## config.mk

```make
export PLATFORM = sky130hd
export DESIGN_NAME = sr_bank_arbiter
export DESIGN_NICKNAME = d
export VERILOG_FILES = /design/src/rtl/sr_bank_arbiter.sv
export SDC_FILE = /design/constraint.sdc
export NUM_CORES = 1
export LEC_CHECK = 0
export CORE_MARGIN = 2
export CORE_UTILIZATION = 48
export CTS_CLUSTER_DIAMETER = 50
export DETAILED_ROUTE_END_ITERATION = 8
export PLACE_DENSITY = 0.91
export REMOVE_ABC_BUFFERS = 1
export SETUP_SLACK_MARGIN = 0.1
export SYNTH_ARGS = -nofsm -noshare
export SYNTH_HDL_FRONTEND = slang
export SYNTH_SLANG_ARGS = --single-unit
```

## constraint.sdc

```tcl
create_clock -name clk -period 2.9 [get_ports clk]
set_input_delay 0.58 -clock clk [delete_from_list [all_inputs] [get_ports clk]]
set_output_delay 0.58 -clock clk [all_outputs]
set_load 0.01 [all_outputs]
```

## src/rtl/sr_bank_arbiter.sv

```systemverilog
// rtl/sr_bank_arbiter.sv - round-robin arbiter sharing one SR flip-flop bank; optional SR_ARB_READBACK_CHECK_EN
module sr_bank_arbiter #(
    parameter int NREQ  = 4,
    parameter int W     = 8,
    parameter int IDXW  = 3,
    parameter int PULSE = 2
) (
    input  logic                 clk,
    input  logic                 reset_n,
    input  logic [NREQ-1:0]      req,
    input  logic [NREQ-1:0]      op,
    input  logic [NREQ*IDXW-1:0] idx,
    output logic [NREQ-1:0]      gnt,
    output logic [W-1:0]         S,
    output logic [W-1:0]         R,
    output logic                 busy,
    output logic                 done,
    output logic                 bad_idx,
    input  logic [W-1:0]         q_in,
    output logic                 chk_err
);

    localparam int PW = (NREQ > 1) ? $clog2(NREQ) : 1;
    localparam int CW = (PULSE > 1) ? $clog2(PULSE) : 1;

    typedef enum logic [1:0] {
        ST_IDLE   = 2'd0,
        ST_DRIVE  = 2'd1,
        ST_SETTLE = 2'd2
    } state_t;

    state_t            state_q;
    logic [PW-1:0]     last_q;
    logic              op_q;
    logic [IDXW-1:0]   idx_q;
    logic [CW-1:0]     cnt_q;
    logic [NREQ-1:0]   gnt_q;
    logic [W-1:0]      s_q;
    logic [W-1:0]      r_q;
    logic              busy_q;
    logic              done_q;
    logic              bad_q;
    logic              chk_q;

    logic              win_found_d;
    logic [PW-1:0]     win_ptr_d;
    logic [NREQ-1:0]   win_gnt_d;
    logic              win_op_d;
    logic [IDXW-1:0]   win_idx_d;
    logic [W-1:0]      win_bit_d;
    logic              idx_ok;

    // Round-robin pick: first requester after the last winner, wrapping modulo NREQ
    always_comb begin
        win_found_d = 1'b0;
        win_ptr_d   = '0;
        win_gnt_d   = '0;
        win_op_d    = 1'b0;
        win_idx_d   = '0;
        for (int k = 1; k <= NREQ; k++) begin
            for (int i = 0; i < NREQ; i++) begin
                if (!win_found_d && req[i] && (i == ((int'(last_q) + k) % NREQ))) begin
                    win_found_d = 1'b1;
                    win_ptr_d   = PW'(i);
                    win_gnt_d   = NREQ'(1) << i;
                    win_op_d    = op[i];
                    win_idx_d   = idx[i*IDXW +: IDXW];
                end
            end
        end
    end

    // An out-of-range index shifts the single set bit off the top, so S/R stay all-zero
    assign win_bit_d = W'(1) << win_idx_d;
    assign idx_ok    = ({{(32-IDXW){1'b0}}, idx_q} < 32'(W));

`ifdef SR_ARB_READBACK_CHECK_EN
    logic [W-1:0] cap_bit;
    logic         rb_bit;
    assign cap_bit = W'(1) << idx_q;
    assign rb_bit  = |(q_in & cap_bit);
`else
    logic unused_q_in;
    assign unused_q_in = ^q_in;
`endif

    // Arbitration FSM with all outputs registered; S and R are never loaded from the same bit
    always_ff @(posedge clk or negedge reset_n) begin
        if (!reset_n) begin
            state_q <= ST_IDLE;
            last_q  <= PW'(NREQ-1);
            op_q    <= 1'b0;
            idx_q   <= '0;
            cnt_q   <= '0;
            gnt_q   <= '0;
            s_q     <= '0;
            r_q     <= '0;
            busy_q  <= 1'b0;
            done_q  <= 1'b0;
            bad_q   <= 1'b0;
            chk_q   <= 1'b0;
        end else begin
            case (state_q)
                ST_IDLE: begin
                    done_q <= 1'b0;
                    bad_q  <= 1'b0;
                    if (win_found_d) begin
                        state_q <= ST_DRIVE;
                        last_q  <= win_ptr_d;
                        op_q    <= win_op_d;
                        idx_q   <= win_idx_d;
                        cnt_q   <= CW'(PULSE-1);
                        gnt_q   <= win_gnt_d;
                        s_q     <= win_op_d ? win_bit_d : '0;
                        r_q     <= win_op_d ? '0 : win_bit_d;
                        busy_q  <= 1'b1;
                    end else begin
                        gnt_q  <= '0;
                        s_q    <= '0;
                        r_q    <= '0;
                        busy_q <= 1'b0;
                    end
                end
                ST_DRIVE: begin
                    gnt_q <= '0;
                    if (cnt_q == '0) begin
                        state_q <= ST_SETTLE;
                        s_q     <= '0;
                        r_q     <= '0;
                        done_q  <= 1'b1;
                        bad_q   <= !idx_ok;
                    end else begin
                        cnt_q <= cnt_q - CW'(1);
                    end
                end
                ST_SETTLE: begin
`ifdef SR_ARB_READBACK_CHECK_EN
                    if (idx_ok && (rb_bit != op_q)) begin
                        chk_q <= 1'b1;
                    end
`endif
                    state_q <= ST_IDLE;
                    done_q  <= 1'b0;
                    bad_q   <= 1'b0;
                    busy_q  <= 1'b0;
                end
                default: begin
                    state_q <= ST_IDLE;
                    gnt_q   <= '0;
                    s_q     <= '0;
                    r_q     <= '0;
                    busy_q  <= 1'b0;
                    done_q  <= 1'b0;
                    bad_q   <= 1'b0;
                end
            endcase
        end
    end

    assign gnt     = gnt_q;
    assign S       = s_q;
    assign R       = r_q;
    assign busy    = busy_q;
    assign done    = done_q;
    assign bad_idx = bad_q;
    assign chk_err = chk_q;

endmodule

```

==> qor.yml <==
cp.required_ns: 3.11
final_area_um2: 2950
ys_ff_latch: 27
synth_xor_area_frac: 0
vias_per_cell: 6.34
synth_top_family_by_area: "compound AO/OA/AOI/OAI gates"
pin_count: 54
die_area_um2: 4610
grt_pass1_vias: 2161
synth_edf_count: 0
power_density_nw_per_um2: 807
worst_hold_path_type: "flop to flop"
cts-root-buf: "clkbuf_8"
drt_iter0_drc: 271
rsz0062_at_grt: "true"
rows: 23
grt_pass1_wl_mm: 10.3
cts_sinks: 27
arrival_ns: 2.96
min_period_ns: 2.75
crit_type: "input port to flop"
clkTransAtPathRegs_ns: 0.09
p_clk_frac: 0.090
fin_tns_setup_ns: 0
syn-instance-count: 231
cp_slowest_cell: "clkdlybuf4s50_1"
ys_seq_area_frac: 0.346
dr.pass1.iters: 5
finalHoldViolCount: 0
status: "completed"
ys_types: 58
syn_area_per_cell_um2: 8.48
post-route-drc-count: 0
regToRegSetupSlack_ns: 0.32
place_area_um2: 2780
drv_slew: 0
netlist_area_um2: 1960
grt_overflow: 0
clk_latency_ns: 0.27
r2r-start: "last_q[0]"
total_power_mw: 2.38
crit_path_frequent_cell: "buf_4"
synth_compound_area_frac: 0.328
dpl.hpwl_mm: 5.09
fin_crit_sh: 0.947
cts_tree: "built"
fin_ws_ns: 0.154
drtAntennaViolNets: 0
async_reset_ff_frac: 1.00
min_from: "gnt[2]"
cts_max_path_buffers: 2
design.core.area_um2: 3970
wl_per_cell_um: 18.2
port_buffers: 43
fin_cells: 375
hold_path_end: "gnt[2]"
numCtsBuffers: 3
finalSetupViolCount: 0
n_antenna_cell: 0
final_util: 0.742
synthAdderAreaFrac: 0
synthSimpleGateAreaFrac: 0.245
path_cells: "clkdlybuf4s50_1 -> buf_4 -> or3_1 -> nor2_2 -> buf_4 -> a211oi_1 -> a221o_1 -> nor3_2 -> a32o_1"
ir_worst_vdd_uv: 488
die_x_um: 67.9
nNetsFinal: 356
area_growth_pct: 50.5
antenna_found_initial: 0
start_util: 0.493
cts_hold_buf: 0
max_cap_violations: 0
final_common_cell: "buf_4"
final_layout_size_suffix_gt1_frac: 0.262
fillerInstances: 293
r2r-end: "R[6]"
fmax_mhz: 364
netSwitchingFraction: 0.435
r2r_cells: 7
p_comb_frac: 0.637
ys.flop_type: "dfrtp_1"
placed_cells: 363
p_leak_nw: 1.30
die_y_um: 67.9
grt_start_max_net_pins: 28
most-common-layout-cells: "buf_4, clkdlybuf4s50_1, dfrtp_1, nand2_1, nor2_1"
cts_max_level: 1
gp_congestion: 1.01
hold_path_depth: 2
p_int_mw: 1.34
yosys_warnings: 1
hold_slack_ns: 0.485
place_ws_ns: -0.218
muxShareOfSynthArea: 0.0262
grt_usage: 0.293
crit_fanout: 9
setup.worst_path.start_class: "input port"
crit_family: "simple AND/OR/NAND/NOR gates"
switching_power_mw: 1.03
critPathMaxStageDelay_ns: 0.43
end_kind: "flop"
path_buf_inv: 3
fin_skew_ns: 0.00706
p_seq_frac: 0.273
vias: 2376
drt_wl_total_mm: 6.82
[cells by family (layout without fill, tap and decap cells)]
family | after synthesis | count (layout)
AND/OR/NAND/NOR | 88 | 88
AO/OA/AOI/OAI | 86 | 86
multiplexers | 5 | 5
flip-flops | 27 | 27
buffers and inverters | 24 | 117
other | 1 | 2
[registers in the layout, indices dropped and copies added (netlist names)]
register / cells
R: 8
S: 8
busy: 1
cnt_q: 1
done: 1
gnt: 4
last_q: 2
state_q: 2
[synth_stat cells, types with 2 or more instances]
cell type	instances	area, um2
nand2_1	21	78.8
a32o_1	8	80.1
o22a_1	2	17.5
nand2b_1	8	50.1
inv_1	8	30.0
o32ai_1	4	35.0
and3_1	2	12.5
nor2b_1	5	31.3
nor4_1	2	12.5
dfrtp_1	25	626
a32oi_1	3	26.3
o22ai_1	4	25.0
nand3_1	6	30.0
o21ai_0	9	45.0
nor3_1	6	30.0
a21oi_1	10	50.1
a21o_1	5	37.5
mux2i_1	4	40.0
or3_1	3	18.8
nand3b_1	4	30.0
o221ai_1	7	61.3
a22o_1	7	61.3
a221oi_1	3	26.3
buf_1	2	7.51
nor2_1	17	63.8
a221o_1	2	20.0
dfstp_2	2	52.6
buf_2	5	25.0
buf_4	2	15.0
a211oi_1	3	22.5
a31oi_1	3	18.8
o21ai_1	4	20.0
nand4_1	2	12.5
a22oi_1	3	22.5
nor3_2	2	20.0
clkbuf_1	6	22.5
[power by group through the flow]
stage               Clock [mW]  Combinational [mW]  Sequential, mW
floorplan                    0               0.658           0.698
global placement             0                1.35           0.640
detailed placement           0                1.40           0.649
CTS                      0.213                1.42           0.644
global route             0.229                1.63           0.661
finish                   0.214                1.51           0.650
[layer usage]
metal  vias up  GRT usage  share of wire
met5         -          0              0
met4         0     0.0825          0.025
met3        20     0.0329          0.071
met2       122      0.499           0.49
met1      1154      0.395           0.41
li1       1080          -              -
[worst reg2reg max path, delay by kind of cell (launching register included)]
kind	cells	cell delay (ns)
AO/OA/AOI/OAI	4	0.81
flip-flops	1	0.58
AND/OR/NAND/NOR	3	1.13
[layout make-up]
| class | count | area [um2] | area share |
|---|---|---|---|
| clock inverter | 1 | 5.00 | 0.00170 |
| timing repair buffer | 104 | 903 | 0.307 |
| sequential | 27 | 678 | 0.230 |
| multi-input combinational | 181 | 1220 | 0.415 |
| clock buffer | 3 | 41.3 | 0.0140 |
| tap | 50 | 62.6 | 0.0212 |
| inverter | 9 | 33.8 | 0.0115 |
[worst max-delay path by stage]
stage	from	to	slack, ns	cells after the start
after floorplan	last_q[0]	R[1]	0.27	7
after global placement	req[2]	R[5]	-0.18	9
after detailed placement	req[2]	R[4]	-0.22	9
after CTS	req[3]	S[7]	0.11	11
after global routing	req[1]	R[7]	0.08	13
final	req[1]	R[6]	0.15	9
[timing repair]
action / in CTS / in global routing
setup endpoints to repair: 9 / 16
pin swaps: 0 / 7
resized for setup: 3 / 15
setup buffers: 0 / 8
endpoints found under the hold margin: 0 / 0
Note: power is estimated with default switching activity, not from simulation.
